==> config.mk <==
export PLATFORM = sky130hd
export DESIGN_NAME = pin_receiver_flat
export DESIGN_NICKNAME = d
export VERILOG_FILES = /design/src/rtl/pin_receiver_if.sv /design/src/rtl/pin_receiver.sv /design/src/flat_wrapper.sv
export SDC_FILE = /design/constraint.sdc
export NUM_CORES = 1
export LEC_CHECK = 0
export ABC_AREA = 1
export BUFFER_PORTS_ARGS = -buffer_cell sky130_fd_sc_hd__buf_2
export CAP_MARGIN = 10
export CORE_ASPECT_RATIO = 1.2
export CORE_UTILIZATION = 40
export CTS_CLUSTER_SIZE = 12
export DETAILED_ROUTE_END_ITERATION = 10
export GPL_TIMING_DRIVEN = 0
export PLACE_DENSITY = 0.68
export REMOVE_ABC_BUFFERS = 1
export SLEW_MARGIN = 20
export SYNTH_ARGS = -nofsm -noshare
export SYNTH_HDL_FRONTEND = slang
export SYNTH_SLANG_ARGS = --single-unit
==> constraint.sdc <==
create_clock -name clk -period 3.1 [get_ports clk]
set_clock_uncertainty 0.1 [all_clocks]
set_input_delay 0.155 -clock clk [delete_from_list [all_inputs] [get_ports clk]]
set_output_delay 0.155 -clock clk [all_outputs]
set_load 0.01 [all_outputs]
==> src/rtl/pin_receiver_if.sv <==
// Keypad/controller bundle of the PIN receiver: entry inputs, stored PIN and
// the registered verdict outputs. The master side drives entry, the slave is the receiver.
interface pin_receiver_if;
    logic        tarjeta_recibida;
    logic        digito_stb;
    logic [3:0]  digito;
    logic [15:0] pin_correcto;
    logic        pin_incorrecto;
    logic        advertencia;
    logic        bloqueo;
    logic        fin;
    logic [15:0] pin;

    modport master (
        output tarjeta_recibida, digito_stb, digito, pin_correcto,
        input  pin_incorrecto, advertencia, bloqueo, fin, pin
    );

    modport slave (
        input  tarjeta_recibida, digito_stb, digito, pin_correcto,
        output pin_incorrecto, advertencia, bloqueo, fin, pin
    );
endinterface

==> src/rtl/pin_receiver.sv <==
// PIN entry and verification for the ATM controller: collects four strobed
// digits after card detection, compares against the stored PIN, tracks failures.
module pin_receiver #(
    parameter int MAX_INTENTOS        = 3,
    parameter int INTENTO_ADVERTENCIA = 2
) (
    input  logic          clk,
    input  logic          reset,
    pin_receiver_if.slave bus
);

    localparam int CW = $clog2(MAX_INTENTOS + 1);
    localparam logic [CW-1:0] MAX_C = CW'(MAX_INTENTOS);
    localparam logic [CW-1:0] ADV_C = CW'(INTENTO_ADVERTENCIA);
    localparam logic [CW-1:0] ONE_C = CW'(1);

    localparam logic [1:0] ESPERA_TARJETA = 2'd0;
    localparam logic [1:0] RECIBIENDO     = 2'd1;
    localparam logic [1:0] VERIFICAR      = 2'd2;
    localparam logic [1:0] BLOQUEO        = 2'd3;

    logic [1:0]    state_r,    state_s;
    logic [2:0]    cnt_r,      cnt_s;
    logic [CW-1:0] intentos_r, intentos_s;
    logic [CW-1:0] intentos_inc_s;
    logic [15:0]   pin_r,      pin_s;
    logic          stb_prev_r;
    logic          captura_s;
    logic          fin_r,      fin_s;
    logic          bad_r,      bad_s;
    logic          adv_r,      adv_s;
    logic          bloq_r,     bloq_s;

    assign captura_s      = bus.digito_stb & ~stb_prev_r;
    // The failure counter never wraps past the lockout threshold.
    assign intentos_inc_s = (intentos_r >= MAX_C) ? intentos_r : intentos_r + ONE_C;

    // Next-state and output computation for the entry/verification FSM.
    always_comb begin
        state_s    = state_r;
        cnt_s      = cnt_r;
        intentos_s = intentos_r;
        pin_s      = pin_r;
        fin_s      = 1'b0;
        bad_s      = 1'b0;
        adv_s      = adv_r;
        bloq_s     = bloq_r;
        case (state_r)
            ESPERA_TARJETA: begin
                if (bus.tarjeta_recibida) begin
                    state_s = RECIBIENDO;
                    cnt_s   = 3'd0;
                end else begin
                    state_s = ESPERA_TARJETA;
                end
            end
            RECIBIENDO: begin
                if (captura_s) begin
                    // First digit of an attempt discards the previous attempt's PIN.
                    if (cnt_r == 3'd0) begin
                        pin_s = {12'h000, bus.digito};
                    end else begin
                        pin_s = {pin_r[11:0], bus.digito};
                    end
                    cnt_s = cnt_r + 3'd1;
                    if (cnt_r == 3'd3) begin
                        state_s = VERIFICAR;
                    end else begin
                        state_s = RECIBIENDO;
                    end
                end else begin
                    state_s = RECIBIENDO;
                end
            end
            VERIFICAR: begin
                cnt_s = 3'd0;
                if (pin_r == bus.pin_correcto) begin
                    fin_s      = 1'b1;
                    intentos_s = {CW{1'b0}};
                    adv_s      = 1'b0;
                    state_s    = ESPERA_TARJETA;
                end else begin
                    bad_s      = 1'b1;
                    intentos_s = intentos_inc_s;
                    if (intentos_inc_s == MAX_C) begin
                        bloq_s  = 1'b1;
                        adv_s   = 1'b0;
                        state_s = BLOQUEO;
                    end else if (intentos_inc_s == ADV_C) begin
                        adv_s   = 1'b1;
                        state_s = RECIBIENDO;
                    end else begin
                        state_s = RECIBIENDO;
                    end
                end
            end
            BLOQUEO: begin
                bloq_s  = 1'b1;
                state_s = BLOQUEO;
            end
            default: begin
                state_s = ESPERA_TARJETA;
            end
        endcase
    end

    // State, strobe history and registered outputs.
    always_ff @(posedge clk or negedge reset) begin
        if (!reset) begin
            state_r    <= ESPERA_TARJETA;
            cnt_r      <= 3'd0;
            intentos_r <= {CW{1'b0}};
            pin_r      <= 16'h0000;
            stb_prev_r <= 1'b0;
            fin_r      <= 1'b0;
            bad_r      <= 1'b0;
            adv_r      <= 1'b0;
            bloq_r     <= 1'b0;
        end else begin
            state_r    <= state_s;
            cnt_r      <= cnt_s;
            intentos_r <= intentos_s;
            pin_r      <= pin_s;
            stb_prev_r <= bus.digito_stb;
            fin_r      <= fin_s;
            bad_r      <= bad_s;
            adv_r      <= adv_s;
            bloq_r     <= bloq_s;
        end
    end

    assign bus.pin            = pin_r;
    assign bus.fin            = fin_r;
    assign bus.pin_incorrecto = bad_r;
    assign bus.advertencia    = adv_r;
    assign bus.bloqueo        = bloq_r;

endmodule

==> src/flat_wrapper.sv <==
// flat-port wrapper written by rule: the top's interface ports become plain ports
module pin_receiver_flat 
#(
    parameter int MAX_INTENTOS        = 3,
    parameter int INTENTO_ADVERTENCIA = 2
)
  (clk, reset, bus_tarjeta_recibida, bus_digito_stb, bus_digito, bus_pin_correcto, bus_pin_incorrecto, bus_advertencia, bus_bloqueo, bus_fin, bus_pin);
  pin_receiver_if bus_i ();
  input  logic clk;
  input  logic reset;
  input wire logic [$bits(bus_i.tarjeta_recibida)-1:0] bus_tarjeta_recibida;
  input wire logic [$bits(bus_i.digito_stb)-1:0] bus_digito_stb;
  input wire logic [$bits(bus_i.digito)-1:0] bus_digito;
  input wire logic [$bits(bus_i.pin_correcto)-1:0] bus_pin_correcto;
  output wire logic [$bits(bus_i.pin_incorrecto)-1:0] bus_pin_incorrecto;
  output wire logic [$bits(bus_i.advertencia)-1:0] bus_advertencia;
  output wire logic [$bits(bus_i.bloqueo)-1:0] bus_bloqueo;
  output wire logic [$bits(bus_i.fin)-1:0] bus_fin;
  output wire logic [$bits(bus_i.pin)-1:0] bus_pin;
  assign bus_i.tarjeta_recibida = bus_tarjeta_recibida;
  assign bus_i.digito_stb = bus_digito_stb;
  assign bus_i.digito = bus_digito;
  assign bus_i.pin_correcto = bus_pin_correcto;
  assign bus_pin_incorrecto = bus_i.pin_incorrecto;
  assign bus_advertencia = bus_i.advertencia;
  assign bus_bloqueo = bus_i.bloqueo;
  assign bus_fin = bus_i.fin;
  assign bus_pin = bus_i.pin;
  pin_receiver #(.MAX_INTENTOS(MAX_INTENTOS), .INTENTO_ADVERTENCIA(INTENTO_ADVERTENCIA)) u_core (.clk(clk), .reset(reset), .bus(bus_i));
endmodule
# Yosys cells after proc, flatten, opt, wreduce, memory -nomap -nowiden
# Index checks and enable logic that the tools add are counted.
[classes]
add_sub_neg = 2
n_lt_le_gt_ge = 1
n_eq_ne = 11
mux = 22
bitwise_logic = 2
reduce_logical = 9
[ops]
columns = ["cell", "n"]
rows = [
  ["$eq 16x16->1", 1],
  ["$mux 16", 1],
  ["$mux 2", 6],
  ["$mux 1", 10],
  ["$pmux 3 s3", 1],
  ["$eq 2x2->1 const B", 4],
  ["$pmux 2 s4", 1],
  ["$mux 3", 2],
  ["$reduce_and 3->1", 2],
  ["$reduce_bool 3->1", 2],
  ["$ne 2x1->1 const B", 2],
  ["$ne 2x2->1 const B", 2],
  ["$reduce_and 2->1", 2],
  ["$add 3x1->3 const B", 1],
  ["$eq 3x2->1 const B", 1],
  ["$logic_not 3->1", 1],
  ["$add 2x1->2 const B", 1],
  ["$eq 2x1->1 const B", 1],
  ["$ge 2x2->1 const B", 1],
  ["$logic_not 2->1", 1],
  ["$pmux 1 s2", 1],
  ["$reduce_bool 2->1", 1],
  ["$and 1x1->1", 1],
  ["$not 1->1", 1],
]
[totals]
register_bits = 28
input_bits = 24
output_inout_bits = 20
word_cells = 56

# Longest topological paths before layout
# Gate-level depths: netlist of run 1.
[logic_depth]
ltp_word = 6
depth_mapped = 9
mapped_depth_nobuf = 9

# Worst setup path before layout of run 1
# No wires, ideal clock.
[synth_path]
path_type = "register to register"
startpoint = "register u_core.pin_r[2], in the netlist u_core.bus.pin[2]"
endpoint = "register u_core.bloq_r, in the netlist u_core.bus.bloqueo"
setup_time_ps = 117
t_arrival_ps = 1089
path_slack_ps = 1794
stages_incl_launch_ff = 10
path_buffers = 0
period_less_slack_ps = 1306
path_cell_list = "dfrtp_1 -> inv_1 -> nand2_1 -> nand2_1 -> nor2_1 -> nand2_1 -> nor2_2 -> nand3_4 -> nand2_2 -> nand2_1"
[synth_via]
elab_chain_len = 3
[synth_lines]
columns = ["element", "line", "source"]
rows = [
  ["start, declared", "pin_receiver.sv:26", "logic [15:0] pin_r, pin_s;"],
  ["start signal, assigned", "pin_receiver.sv:123", "pin_r <= pin_s;"],
  ["$eq 16x16->1", "pin_receiver.sv:77", "if (pin_r == bus.pin_correcto) begin"],
  ["$ne 2x2->1 (no line)", "--", ""],
  ["$reduce_and 3->1 (no line)", "--", ""],
  ["end signal, assigned", "pin_receiver.sv:128", "bloq_r <= bloq_s;"],
  ["end, declared", "pin_receiver.sv:32", "logic bloq_r, bloq_s;"],
]
# No other way between the ends.
# A chain may end at the register's enable or synchronous reset.

# Worst setup path after layout of run 1
[layout_path]
startpoint = "input port bus_digito_stb"
endpoint = "register u_core.state_r[0]"
[layout_via]
elab_chain_len = 3
[layout_lines]
columns = ["element", "line", "source"]
rows = [
  ["start, declared", "flat_wrapper.sv:12", "input wire logic [$bits(bus_i.digito_stb)-1:0] bus_digito_stb;"],
  ["$and 1x1->1", "pin_receiver.sv:34", "assign captura_s = bus.digito_stb & ~stb_prev_r;"],
  ["$mux 2", "pin_receiver.sv:58", "if (captura_s) begin"],
  ["$pmux 2 s4", "pin_receiver.sv:48", "case (state_r)"],
  ["named net u_core.state_s[0]", "pin_receiver.sv:22", "logic [1:0] state_r, state_s;"],
  ["end signal, assigned", "pin_receiver.sv:120", "state_r <= state_s;"],
  ["end, declared", "pin_receiver.sv:22", ""],
]
# The timed path passes the listed nets, and every way through them passes these cells.

==> metrics.txt, run 1 <==
outcome complete, but fails checks; failing checks DRC; Initial Util 0.4311; area leader, netlist dfrtp_1; DRT antenna net count 0; Row Count 23; H-tree lvl count 1; routability cong. 0.7580; final period utilization 0.5200; setup TNS 0 ps; CP Launch Type primary input; min cycle time layout between 1500 and 2000 ps; final worst slack 1488 ps; worst slack at placement around 1600 ps; most frequent cells in the layout nand2_1, buf_2, inv_1; drt first pass iters 7; Worst R2R Path Depth 6; n_diodes 0; gr ovfl total 0; synthesized area per cell just over 7 µm²; Slowest Stage Delay on Critical Path roughly 520 ps; Die ar. about 0.0039 mm²; flops & latches, synth 28; CTS tree done; Post-Synthesis Cells roughly 200; first-pass GRT wire length approximately 4800 µm; post-DR vias/cell around 4.5; max_slew headroom 0.5724; Total Routing Usage GR 0.1639; WS Path Type in2reg; total power about 1400 µW; CTS Root Cell clkbuf_8; FMAX a little over 0.6 GHz; Final Max Tran Viols 0; die height around 69 µm; via count roughly 1.3k; CTS Buf Count 3; endpoints failing setup 0; final hold violation count 0; yosys warns 0; CP Data Required Time roughly 3200 ps; die width roughly 57 µm; r2r setup slk around 1600 ps; crit-path most repeated cell inv_1; initial antenna violation count 0; clock sink count 28; Port Buf Inserts 43; reg2reg end u_core.state_r[0]; Post-CTS Setup Bufs 0; Pwr Density between 700 and 800 mW/mm²; sequence of cells on the critical path dlygate4sd3_1 -> buf_2 -> inv_1 -> nor2_1 -> nand3_2 -> inv_2 -> a21oi_1 -> nand2_1 -> inv_1; number of global-route vias before repair between 1k and 1.5k; worst setup path start bus_digito_stb; Crit. End Element flop; Post-route DRC 2; HPWL Detailed 2111 µm; wire per inst 10.08 µm; pin count of the biggest net entering global routing 35; final wirelength a little under 3000 µm; # Max-Cap Violations 0; worst-path fanout max 34; Area Growth Syn to Fin 23.14%; Final nets between 200 and 300; crit path DAT approximately 1700 ps; Initial DRC Count 58; Yosys top cell area share 0.4746; sequential area share after synthesis 0.4746; slowest CP cell dlygate4sd3_1; ranking of synthesized cells by area dfrtp_1, nand2_1, inv_1; CTS clk-pin slew, worst paths 90 ps; Worst setup endpoint u_core.state_r[0]; Peak VDD IR approximately 0.34 mV; core area between 0.003 and 0.004 mm²; Distinct cells, synth 20; R2R Path Start u_core.state_r[1]; synthesized cell area around 0.0015 mm²; layout cells sized above 1 0.2143; most common cell after layout, fill and taps aside nand2_1; RSZ-0062 raised after global routing no; HP Class in2reg; Leak roughly 0.0011 µW; actual slew at the worst max-slew pin about 640 ps; worst-skew pair later-pin latency 270 ps; IO Count 44; Max clock buf depth 2
-- cells in the mapped netlist, drive strengths merged --
| cell | number |
|---|---|
| nor2 | 14 |
| nand2 | 72 |
| nor3 | 1 |
| o21ai | 20 |
| o22ai | 1 |
| inv | 43 |
| ha | 3 |
| a21oi | 3 |
| buf | 3 |
| dfrtp | 28 |
| clkbuf | 1 |
| xor2 | 1 |
| nand3 | 14 |
-- critical path: cells and delay by family --
| kind | cells | cell delay (ps) |
|---|---|---|
| AND/OR/NAND/NOR | 3 | 330 |
| AO/OA/AOI/OAI | 1 | 120 |
| buffers and inverters | 5 | 1080 |
-- flip-flops by register name, indices dropped and copies added (netlist names), 2 cells and up --
signal and count:
u_core.cnt_r 3, u_core.bus.pin 16, u_core.intentos_r 2, u_core.state_r 2
-- per-stage QoR --
stage	utilization	instance area [µm²]	instances	hold slack [ps]
finish	0.5309	1818	289	160.4
global route	0.5309	1818	289	215.1
CTS	0.5309	1818	289	159.3
detailed placement	0.5013	1717	280	116.3
global placement	0.5013	1717	280	113.6
floorplan	-	1455	200	-240.6
-- logic make-up (layout without fill, tap and decap cells) --
family                   after synthesis  after routing  synth area share
XOR/XNOR                               1              1          0.005933
AND/OR/NAND/NOR                      101            101            0.2881
buffers and inverters                 47             95            0.1237
flip-flops                            28             28            0.4746
adder cells (fa/ha/maj)                3              3           0.02543
AO/OA/AOI/OAI                         24             24           0.08221
-- layer usage --
metal | wire length, µm | vias to the layer above | global-route usage
met5 | 0 | - | 0
met4 | 65 | 0 | 0.09146
met3 | 90 | 4 | 0.02239
met2 | 1418 | 29 | 0.2849
met1 | 1338 | 556 | 0.1971
li1 | - | 710 | -
-- repair_timing --
action                                 in CTS  in global routing
hold buffers                                6                  0
endpoints found under the hold margin      33                  0
resized for setup                           0                  0
-- final cells by class --
type / instances / area, µm²
clock buffer: 3 / 41.29
fill: 339 / 1607
inverter: 43 / 161.4
multi-input combinational: 129 / 593.1
sequential: 28 / 700.7
tap: 37 / 46.29
timing repair buffer: 49 / 275.3
-- power by group --
group	switching (µW)	internal (µW)	leakage, µW
Sequential	117	507	0.000355
Combinational	358	228	0.000680
Clock	104	87.1	0.0000216
-- how the worst min path moves through the flow --
| stage | startpoint | end | slack (ps) | cells past startpoint |
|---|---|---|---|---|
| 2_1_floorplan | reset | u_core.bus.advertencia | -240 | 0 |
| 3_3_place_gp | reset | u_core.bus.pin[0] | 110 | 1 |
| 3_5_place_dp | reset | u_core.bus.pin[8] | 120 | 1 |
| 4_1_cts | bus_tarjeta_recibida | u_core.state_r[0] | 160 | 5 |
| 5_1_grt | bus_tarjeta_recibida | u_core.state_r[0] | 220 | 5 |
| 6_report | bus_tarjeta_recibida | u_core.state_r[0] | 160 | 5 |
Power figures use the tool's default switching activity.
==> run 2: changes to the inputs <==
- PLACE_DENSITY: 0.68 -> 0.7
- clock period: 3.1 -> 1.33 ns (I/O delays scaled with it)
==> run 2 against run 1 <==
Net effect:
- the run ends with DRC, setup timing left
- final cell count increased by 1.7%
- worst setup slack got worse by 1500 ps
- critical path type is now reg2reg
- non-clock buffer count increased by 4
- die area unchanged
- flip-flop and latch count unchanged
- sequential power increased by 130%
- clock power increased to 2.7 times the previous value
- combinational power increased to 2.6 times the previous value
==> metrics.txt, run 2 (synthesis results as in run 1) <==
CTS tree done; min cycle time layout roughly 1400 ps; final worst slack -43.91 ps; worst-path fanout max 5; actual slew at the worst max-slew pin between 600 and 700 ps; final period utilization 1.033; worst-skew pair later-pin latency 270 ps; routability cong. around 0.75; final hold violation count 0; Peak VDD IR 0.7192 mV; Final Max Tran Viols 0; Worst R2R Path Depth 9; global routing's busiest layer met2; CP Data Required Time approximately 1400 ps; most frequent cells in the layout nand2_1, buf_2, inv_1; gr ovfl total 0; failing checks DRC, setup timing; HPWL Detailed a little over 2000 µm; WS Path Type reg2reg; pin count of the biggest net entering global routing 35; Port Buf Inserts 43; hold path cells 5; DRT antenna net count 0; CTS clk-pin slew, worst paths roughly 90 ps; final non-filler cell total between 200 and 300; via count ~1.4k; IO Count 44; Leak approximately 0.0011 µW; n_diodes 0; # Max-Cap Violations 0; HP Class in2reg; Post-route DRC 4; crit path DAT roughly 1400 ps; clock sink count 28; H-tree lvl count 1; GRT met1 Usage 0.2148; first-pass GRT wire length 4940 µm; endpoints failing setup 4; Die ar. slightly below 0.004 mm²; Hold Slack about 75 ps; Pwr Density 1846 mW/mm²; Final nets between 200 and 300; layout cells sized above 1 0.2568; FMAX about 0.73 GHz; GRT met2 Usage 0.2718; die height 68.55 µm; wire per inst 10.05 µm; core area ~0.0034 mm²; number of global-route vias before repair 1,184; Max clock buf depth 2; Fillers roughly 340; Initial DRC Count between 40 and 50; Row Count 23; CTS Buf Count 3; most common cell after layout, fill and taps aside nand2_1; Initial Util 0.4311; RSZ-0062 raised after global routing yes; CP Launch Type flop; initial antenna violation count 0; Post-Place Cells 280; Largest register FFs 16; Total Routing Usage GR 0.1610; grt met3 use 0.01866; Crit. End Element flop; max_slew headroom 0.5800; final wirelength about 3000 µm; CTS Root Cell clkbuf_8; post-DR vias/cell between 4 and 5; outcome complete, but fails checks; die width 57.46 µm; Area Growth Syn to Fin 28.64%; drt first pass iters 7
==> run 2: layout make-up <==
cell class	instances	area [µm²]	share of cell area
Clock buffer	4	55.05	0.02899
Inverter	43	168.9	0.08893
Multi-Input combinational cell	129	623.1	0.3281
Sequential cell	28	700.7	0.3689
Tap cell	37	46.29	0.02437
Timing Repair Buffer	53	305.3	0.1607
==> run 2: final timing paths <==
kind	from	end	slack, ps
setup / recovery	u_core.bus.pin[4]	u_core.state_r[1]	-40
hold / removal	bus_tarjeta_recibida	u_core.state_r[0]	70
setup reg to reg	u_core.bus.pin[4]	u_core.state_r[1]	-40
hold reg to reg	u_core.bus.bloqueo	u_core.bus.bloqueo	370
max in group asynchronous	reset	u_core.bus.pin[8]	470
min in group asynchronous	reset	u_core.bus.pin[0]	250
==> run 2: layer usage <==
| layer | vias to the layer above | part of all wire |
|---|---|---|
| li1 | 720 | - |
| met1 | 601 | 0.46 |
| met2 | 28 | 0.50 |
| met3 | 2 | 0.032 |
| met4 | 0 | 0.0091 |
| met5 | - | 0 |
==> run 2: repair_timing <==
action	in CTS	in global routing
setup endpoints to repair	24	27
hold buffers	6	0
hold endpoints to repair	33	0
pin swaps	4	6
gates resized for setup	5	8
setup buffers	1	3
==> run 2: report_power, final <==
group	switching [µW]	internal, µW
sequential	271	1180
clock	256	265
combinational	917	616
==> run 2: through the flow <==
stage          setup slack (ps)  power (µW)  cell area [µm²]  setup TNS, ps  utilization
3_3_place_gp             -110.3        2801             1717          -1130       0.5013
2_1_floorplan             24.32        2328             1455              0            -
4_1_cts                  -42.32        3432             1857         -81.37       0.5422
3_5_place_dp             -156.6        2839             1717          -1744       0.5013
6_report                 -43.91        3507             1899         -100.5       0.5546
5_1_grt                  -148.1        3837             1899          -2183       0.5546
==> run 2: worst max-delay path, stage by stage, from the launching register on <==
cell and delay, ps:
dfrtp_1 390, inv_1 70, nand2_1 60, nand2_1 50, nor2_1 120, nand2_2 90, nor2_4 150, nand3_4 110
nand2_2 90, nand2_1 60
